`src/rtl/cordic_recon_top_level_if.sv`:
```
// Operand/result bundle for the reconfigurable CORDIC engine.
// All data fields are signed Q5.10; sel picks the CORDIC mode.
interface cordic_recon_top_level_if #(
    parameter int WIDTH = 15
);
    logic signed [WIDTH:0] Xo;
    logic signed [WIDTH:0] Yo;
    logic signed [WIDTH:0] Zo;
    logic        [1:0]     sel;
    logic signed [WIDTH:0] z;

    modport master (output Xo, Yo, Zo, sel, input z);
    modport slave  (input Xo, Yo, Zo, sel, output z);
endinterface

```
`src/rtl/cordic_recon_top_level.sv`:
```
// Iterative 16-step CORDIC core shared by circular, hyperbolic, linear-rotation
// and linear-vectoring modes; one result per reset, held until the next reset.
module cordic_recon_top_level #(
    parameter int WIDTH = 15
) (
    input  logic                      clk,
    input  logic                      ext_reset,
    cordic_recon_top_level_if.slave   bus
);
    localparam int IW    = WIDTH + 5;
    localparam int GUARD = IW - WIDTH - 1;

    typedef enum logic [1:0] {LOAD, ITER, DONE} state_t;
    typedef enum logic [1:0] {CIRC = 2'b00, HYPER = 2'b01, LIN_ROT = 2'b10, LIN_VEC = 2'b11} mode_t;

    state_t              state;
    mode_t               mode;
    logic        [3:0]   k;
    logic signed [IW-1:0] x;
    logic signed [IW-1:0] y;
    logic signed [IW-1:0] a;
    logic signed [WIDTH:0] z_reg;

    logic        [3:0]    s;
    logic signed [IW-1:0] x_sh;
    logic signed [IW-1:0] y_sh;
    logic signed [IW-1:0] e;
    logic                 d_pos;
    logic signed [IW-1:0] x_next;
    logic signed [IW-1:0] y_next;
    logic signed [IW-1:0] a_next;
    logic signed [11:0]   gain;
    logic signed [31:0]   prod;
    logic signed [31:0]   res;
    logic signed [WIDTH:0] res_sat;

    assign bus.z = z_reg;

    // Hyperbolic mode repeats shifts 4 and 13 so the series converges.
    always_comb begin
        s = k;
        if (mode == HYPER) begin
            if (k <= 4'd3)
                s = k + 4'd1;
            else if (k <= 4'd13)
                s = k;
            else
                s = k - 4'd1;
        end
    end

    always_comb begin
        e = '0;
        case (mode)
            CIRC: begin
                case (s)
                    4'd0:    e = IW'(804);
                    4'd1:    e = IW'(475);
                    4'd2:    e = IW'(251);
                    4'd3:    e = IW'(127);
                    4'd4:    e = IW'(64);
                    4'd5:    e = IW'(32);
                    4'd6:    e = IW'(16);
                    4'd7:    e = IW'(8);
                    4'd8:    e = IW'(4);
                    4'd9:    e = IW'(2);
                    4'd10:   e = IW'(1);
                    default: e = '0;
                endcase
            end
            HYPER: begin
                case (s)
                    4'd1:    e = IW'(562);
                    4'd2:    e = IW'(262);
                    4'd3:    e = IW'(129);
                    4'd4:    e = IW'(64);
                    4'd5:    e = IW'(32);
                    4'd6:    e = IW'(16);
                    4'd7:    e = IW'(8);
                    4'd8:    e = IW'(4);
                    4'd9:    e = IW'(2);
                    4'd10:   e = IW'(1);
                    default: e = '0;
                endcase
            end
            default: e = IW'(1024) >> s;
        endcase
    end

    always_comb begin
        x_sh   = x >>> s;
        y_sh   = y >>> s;
        d_pos  = (mode == LIN_VEC) ? (x[IW-1] ^ y[IW-1]) : ~a[IW-1];
        y_next = d_pos ? (y + x_sh) : (y - x_sh);
        a_next = d_pos ? (a - e) : (a + e);
        case (mode)
            CIRC:    x_next = d_pos ? (x - y_sh) : (x + y_sh);
            HYPER:   x_next = d_pos ? (x + y_sh) : (x - y_sh);
            default: x_next = x;
        endcase
    end

    // Gain compensation for the rotating modes, then clamp to 16 bits.
    always_comb begin
        gain = (mode == CIRC) ? 12'sd622 : 12'sd1236;
        prod = x * gain;
        case (mode)
            CIRC, HYPER: res = prod >>> 10;
            LIN_ROT:     res = {{(32-IW){y[IW-1]}}, y};
            default:     res = {{(32-IW){a[IW-1]}}, a};
        endcase
        if (res > 32'sd32767)
            res_sat = 16'sh7FFF;
        else if (res < -32'sd32768)
            res_sat = 16'sh8000;
        else
            res_sat = res[WIDTH:0];
    end

    always_ff @(posedge clk) begin
        if (!ext_reset) begin
            state <= LOAD;
            mode  <= CIRC;
            k     <= '0;
            x     <= '0;
            y     <= '0;
            a     <= '0;
            z_reg <= '0;
        end else begin
            case (state)
                LOAD: begin
                    mode  <= mode_t'(bus.sel);
                    x     <= {{GUARD{bus.Xo[WIDTH]}}, bus.Xo};
                    y     <= {{GUARD{bus.Yo[WIDTH]}}, bus.Yo};
                    a     <= {{GUARD{bus.Zo[WIDTH]}}, bus.Zo};
                    k     <= '0;
                    state <= ITER;
                end
                ITER: begin
                    x <= x_next;
                    y <= y_next;
                    a <= a_next;
                    k <= k + 4'd1;
                    if (k == 4'd15)
                        state <= DONE;
                end
                DONE: begin
                    z_reg <= res_sat;
                end
                default: state <= LOAD;
            endcase
        end
    end
endmodule

```
`src/flat_wrapper.sv`:
```
// flat-port wrapper written by rule: the top's interface ports become plain ports
module cordic_recon_top_level_flat 
#(
    parameter int WIDTH = 15
)
  (clk, ext_reset, bus_Xo, bus_Yo, bus_Zo, bus_sel, bus_z);
  cordic_recon_top_level_if #(.WIDTH(WIDTH)) bus_i ();
  input  logic clk;
  input  logic ext_reset;
  input wire logic [$bits(bus_i.Xo)-1:0] bus_Xo;
  input wire logic [$bits(bus_i.Yo)-1:0] bus_Yo;
  input wire logic [$bits(bus_i.Zo)-1:0] bus_Zo;
  input wire logic [$bits(bus_i.sel)-1:0] bus_sel;
  output wire logic [$bits(bus_i.z)-1:0] bus_z;
  assign bus_i.Xo = bus_Xo;
  assign bus_i.Yo = bus_Yo;
  assign bus_i.Zo = bus_Zo;
  assign bus_i.sel = bus_sel;
  assign bus_z = bus_i.z;
  cordic_recon_top_level #(.WIDTH(WIDTH)) u_core (.clk(clk), .ext_reset(ext_reset), .bus(bus_i));
endmodule
```
`config.mk`:
```
export PLATFORM = sky130hd
export DESIGN_NAME = cordic_recon_top_level_flat
export DESIGN_NICKNAME = d
export VERILOG_FILES = /design/src/rtl/cordic_recon_top_level_if.sv /design/src/rtl/cordic_recon_top_level.sv /design/src/flat_wrapper.sv
export SDC_FILE = /design/constraint.sdc
export NUM_CORES = 1
export LEC_CHECK = 0
export CORE_MARGIN = 2
export CORE_UTILIZATION = 64
export CTS_CLUSTER_SIZE = 8
export DETAILED_ROUTE_END_ITERATION = 8
export PLACE_DENSITY = 0.83
export SETUP_SLACK_MARGIN = 0.4
export SLEW_MARGIN = 20
export SYNTH_ARGS = -nofsm -noshare
export SYNTH_HDL_FRONTEND = slang
export SYNTH_SLANG_ARGS = --single-unit
```
`constraint.sdc`:
```
create_clock -name clk -period 8.35 [get_ports clk]
set_clock_uncertainty 0.15 [all_clocks]
set_input_delay 0.835 -clock clk [delete_from_list [all_inputs] [get_ports clk]]
set_output_delay 0.835 -clock clk [all_outputs]
set_load 0.02 [all_outputs]
```
; ---- Word level (Yosys, flattened, before mapping)
; Memories as Yosys holds them, arrays and structs flattened.
; Cells that the tools add are included.
[word_totals]
latch_bits = 0
mem_count = 2
regBits = 84
romBits = 320
mem_bits_rw = 0
output_inout_bits = 16
elab_cells = 62
in_bits = 52
[memory_table]
columns = memory, depth, width, read_ports, rd_ports_with_merged_regs, write_ports, line_no
row1 = (name not given), 16, 10, 1, 0, 0, cordic_recon_top_level.sv:56  ; case (s)
row2 = (name not given), 16, 10, 1, 0, 0, cordic_recon_top_level.sv:72  ; case (s)
[classes]
div = 0
shift = 3
order_cmp = 4
n_addsub = 8
reduce_logical = 6
multipliers = 1
eq_ne = 8
muxes = 20
bitwise_logic = 3
[ops]
columns = cell, n
row1 = case mux 20 bit (2 select lines), 5
row2 = 2-to-1 mux 20 bit, 4
row3 = case mux 32 bit (2 select lines), 1
row4 = adder 20 bit, 3
row5 = subtractor 20 bit, 3
row6 = >>> shifter 20 x 4 -> 20 bit, 2
row7 = "greater-than comparator 32 x 16 -> 1 bit, second input constant", 1
row8 = "< comparator 32 x 16 -> 1 bit, second input constant", 1
row9 = multiplier 20 x 12 -> 32 bit, 1
row10 = 2-to-1 mux 16 bit, 2
row11 = ">> shifter 11 x 4 -> 20 bit, first input constant", 1
row12 = 2-to-1 mux 4 bit, 3
row13 = 2-to-1 mux 11 bit, 1
row14 = case mux 4 bit (2 select lines), 1
row15 = "equality test 2 bit, second input constant", 3
row16 = case mux 2 bit (3 select lines), 1
row17 = "adder 4 x 1 -> 4 bit, second input constant", 1
row18 = "equality test 2 x 1 -> 1 bit, second input constant", 2
row19 = "equality test 4 bit, second input constant", 1
row20 = "less-or-equal comparator 4 x 2 -> 1 bit, second input constant", 1
row21 = "less-or-equal comparator 4 bit, second input constant", 1
row22 = zero test 2 bit, 2
row23 = AND reduction 2 bit, 2
row24 = "subtractor 4 x 1 -> 4 bit, second input constant", 1
row25 = other kinds (8), 9

; ---- Logic depth before layout (Yosys ltp)
[logic_depth]
ltp_word = 9
depth_mapped = 31
mapped_depth_nobuf = 26

; ---- Worst setup path after synthesis
; Ideal clock, no wire load.
[synth_path]
path_kind = register -> register
start = reg u_core.k[0]
end = reg u_core.a[19]
period_less_slack_ps = 7302
stages_incl_launch_ff = 30
path_buffers = 5
arrival_time_ps = 7082
setup_ps = 70
setup_slack_ps = 1048
required_ps = 8130
path_cell_list = dfxtp_1 > clkbuf_1 > inv_1 > ha_1 > nand4bb_1 > or3_1 > o211a_1 > inv_2 > buf_2 > buf_2 > buf_1 > clkbuf_1 > ha_1 > and3_1 > a211oi_1 > o31ai_1 > nor2_1 > and2_1 > nor2_1 > xnor2_1 > ha_1 > or4_1 > o22a_1 > a41oi_1 > a2111oi_0 > a2111oi_0 > o211ai_1 > a311oi_1 > o21ai_1 > a21boi_1
[synth_via]
elab_chain_cells = 9
word_cells_on_any_way = 15
cone_classes = add/sub (4) / order compare (2) / shift (1) / mux (6) / memory (2)
[synth_lines]
columns = element, line_no
row1 = "start, declared", cordic_recon_top_level.sv:18  ; logic [3:0] k;
row2 = "start signal, assigned", cordic_recon_top_level.sv:143  ; k <= k + 4'd1;
row3 = subtractor 4 x 1 -> 4 bit or less-or-equal comparator 4 bit (tied branches), "cordic_recon_top_level.sv:48, cordic_recon_top_level.sv:45"
row4 = 2-to-1 mux 4 bit, cordic_recon_top_level.sv:45  ; else if (k <= 4'd13)
row5 = 2-to-1 mux 4 bit, cordic_recon_top_level.sv:43  ; if (k <= 4'd3)
row6 = 2-to-1 mux 4 bit *, cordic_recon_top_level.sv:42  ; if (mode == HYPER) begin
row7 = "memory read (16 x 10 bit), or another cell as far along", n/a
row8 = case mux 20 bit (2 select lines) *, cordic_recon_top_level.sv:54  ; case (mode)
row9 = adder 20 bit or subtractor 20 bit (tied branches), cordic_recon_top_level.sv:95  ; a_next = d_pos ? (a - e) : (a + e);
row10 = 2-to-1 mux 20 bit *, cordic_recon_top_level.sv:95
row11 = case mux 20 bit (2 select lines) *, cordic_recon_top_level.sv:130  ; case (state)
row12 = "end signal, assigned", cordic_recon_top_level.sv:135  ; a <= {{GUARD{bus.Zo[WIDTH]}}, bus.Zo};
row13 = "end signal, assigned", cordic_recon_top_level.sv:142  ; a <= a_next;
row14 = "end, declared", cordic_recon_top_level.sv:21  ; logic signed [IW-1:0] a;
; Mark *: on every way between the ends. The rest lies on a longest branch, timed or not.
; A chain may end at the register's enable or synchronous reset.

; ---- Final worst setup path
; Ends and elaborated chain as after synthesis.

==> qor.txt <==
Status -> finished clean
Top flop regs -> u_core.a x20, u_core.x x20, u_core.y x20
Final WL -> 49,300 µm
Die height -> 164 µm
Synth warn -> 0
Post-synthesis cell area -> 0.0164 mm²
Worst-path cell chain -> inv_1 -> ha_1 -> nand4bb_1 -> a211o_1 -> nand2_8 -> inv_2 -> ha_1 -> nor4_1 -> a21oi_1 -> o21a_1 -> o31ai_1 -> nor2_1 -> and2_1 -> a31oi_1 -> xnor2_1 -> ha_1 -> nor3_1 -> a2111oi_0 -> a2111oi_0 -> or4_1 -> a311oi_1 -> o21ai_1 -> a21boi_1
Top FF cell, synth -> dfxtp_1
Post-synthesis xor/xnor area fraction -> 0.0443
R2r startpoint -> u_core.k[0]
DR vias/cell -> 6.32
Post-synth EDFFs -> 0
Simple-Gate Fraction of Synth Area -> 0.175
Number of global-route vias before repair -> 15,124
Dpl ws -> 0.714 ns
Synth cell types -> 88
GRT Util Overall -> 0.370
CP Data Arrival Time -> 7.78 ns
Post-layout min period -> 7.63 ns
Crit-path slowest cell -> a2111oi_0
Finished Cell Area -> 0.0177 mm²
Max-Cap Viols -> 0
Die ar. -> 0.0270 mm²
Initial core utilization -> 0.652
WP data required -> 8.50 ns
Final net count -> 2,514
Worst-skew pair later-pin latency -> 0.37 ns
Adder and majority gate portion of the synthesized area -> 0.297
Diodes inserted -> 0
Core area -> 0.0252 mm²
Clk sink count -> 84
Pin count of the biggest net entering global routing -> 82
Final setup viols -> 0
CTS clock-pin slew for the worst setup and hold paths -> 0.08 ns
CTS tree -> built
Worst Setup SP -> u_core.k[0]
CTS Buffer Depth -> 2
Initial antenna violation count -> 0
Starting DRT DRC Count -> 1,690
Synth Area in Compound Gates -> 0.222
Main combinational cell family by area after synthesis -> adder cells
Commonest non-fill, non-tap cell in the layout -> inv_1
Post-DP HPWL -> 38,700 µm
Post-synth ARST share -> 0
Worst relative slew slack -> 0.257
RSZ-0062 raised after global routing -> false
Most numerous cell on the critical path -> ha_1
Critical Path Sink Type -> register
Worst Hold Class -> reg -> reg
Setup TNS -> 0 ns
Utilization after layout -> 0.703
Least-Margin Pin Slew -> 1.09 ns
Row count -> 58
Fill cells -> 2,121
Crit start category -> register
Wire per inst -> 19.8 µm
Post-route clock period utilization -> 0.914
Post-synthesis sequential area ratio -> 0.102
RD Place Congestion -> 0.995
DRC -> 0
Hold path start -> u_core.bus.z[11]
Setup ws final -> 0.717 ns
DR vias -> 15,716
FMAX -> 131 MHz
CTS H-tree depth -> 3
Cells after synthesis -> 2,135
Port Buffers -> 67
WS Path Type -> reg -> reg
Most frequent cells in the layout -> inv_1, nand2_1, ha_1, a21oi_1, fa_1
TritonCTS Buffers -> 9
Share of cells above drive strength 1 -> 0.0515
Syn_area_per_cell -> 7.69 µm²
Endpoints failing hold -> 0
Area after DPL -> 0.0174 mm²
Boundary Pins -> 68
Multiplexer share of the synthesized area -> 0.0612
Global route overflow -> 0
Die X-Extent -> 164 µm
First-pass GRT wire length -> 78,400 µm
Pre-Repair DR Iteration Count -> 6
Post-CTS Setup Repair Bufs -> 0
Post-route ant nets -> 0
Area Growth Syn to Fin -> 7.81%
Crit Path Max Fanout -> 21
Number of synthesized register bits -> 84
Slew Limit Fails -> 0
Clock tree root driver cell -> clkbuf_16
Delay of the slowest critical-path stage -> 0.94 ns
[what timing repair did]
action / CTS / global route
resized for setup: 0 / 3
hold buffers: 0 / 0
setup endpoints to repair: 0 / 18
[per-stage QoR]
step	hold WS [ns]	cells
floorplan	0.333	2151
global placement	0.336	2470
detailed placement	0.359	2470
CTS	0.368	2486
global route	0.409	2486
finish	0.374	2486
[critical path, delay by kind of cell (launching register included)]
| family | cells | cell delay (ns) |
|---|---|---|
| AO/OA/AOI/OAI | 10 | 3.48 |
| AND/OR/NAND/NOR | 7 | 2.03 |
| adder cells (fa/ha/maj) | 3 | 0.90 |
| flip-flops | 1 | 0.57 |
| buffers and inverters | 2 | 0.27 |
| XOR/XNOR | 1 | 0.17 |
[Yosys cell counts, drive strengths merged, types with 28 or more instances]
cell    instances  share of area
a21oi         144          0.044
and2           35          0.013
and3           31          0.012
buf            28         0.0091
clkbuf         89          0.020
dfxtp          84           0.10
fa            131           0.16
ha            180           0.14
inv           294          0.067
mux2i          83          0.052
nand2         203          0.047
nand3          51          0.016
nor2          121          0.028
nor3           42          0.013
o21ai         127          0.039
xnor2          64          0.034
[layer usage]
layer,track usage,part of all wire,vias up
met1,0.502,0.43,7495
met5,0,0,-
met3,0.0806,0.094,112
li1,-,-,7367
met2,0.579,0.44,742
met4,0.132,0.034,0
[cell type report]
class | instances | area, µm² | area share
Clock buffer | 9 | 225 | 0.0127
Clock inverter | 7 | 68.8 | 0.00389
Tap cell | 330 | 413 | 0.0233
Multi-Input combinational cell | 1654 | 13200 | 0.748
Timing Repair Buffer | 106 | 958 | 0.0541
Inverter | 296 | 1110 | 0.0628
Sequential cell | 84 | 1690 | 0.0952
[path summary, 6_finish.rpt]
path	depth (start not counted)	to	slack, ns
worst min-delay path	2	u_core.bus.z[11]	0.37
worst min register to register	2	u_core.bus.z[11]	0.37
worst max register to register	23	u_core.a[19]	0.72
worst max-delay path	23	u_core.a[19]	0.72
[cells by family after synthesis]
kind of cell | count (synthesis)
multiplexers | 97
other | 2
AO/OA/AOI/OAI | 549
buffers and inverters | 413
XOR/XNOR | 83
adder cells (fa/ha/maj) | 311
flip-flops | 84
AND/OR/NAND/NOR | 596
Power is left out: the tool's default activity adds up to more than one toggle a clock period on the data nets, which glitch-free logic cannot reach.
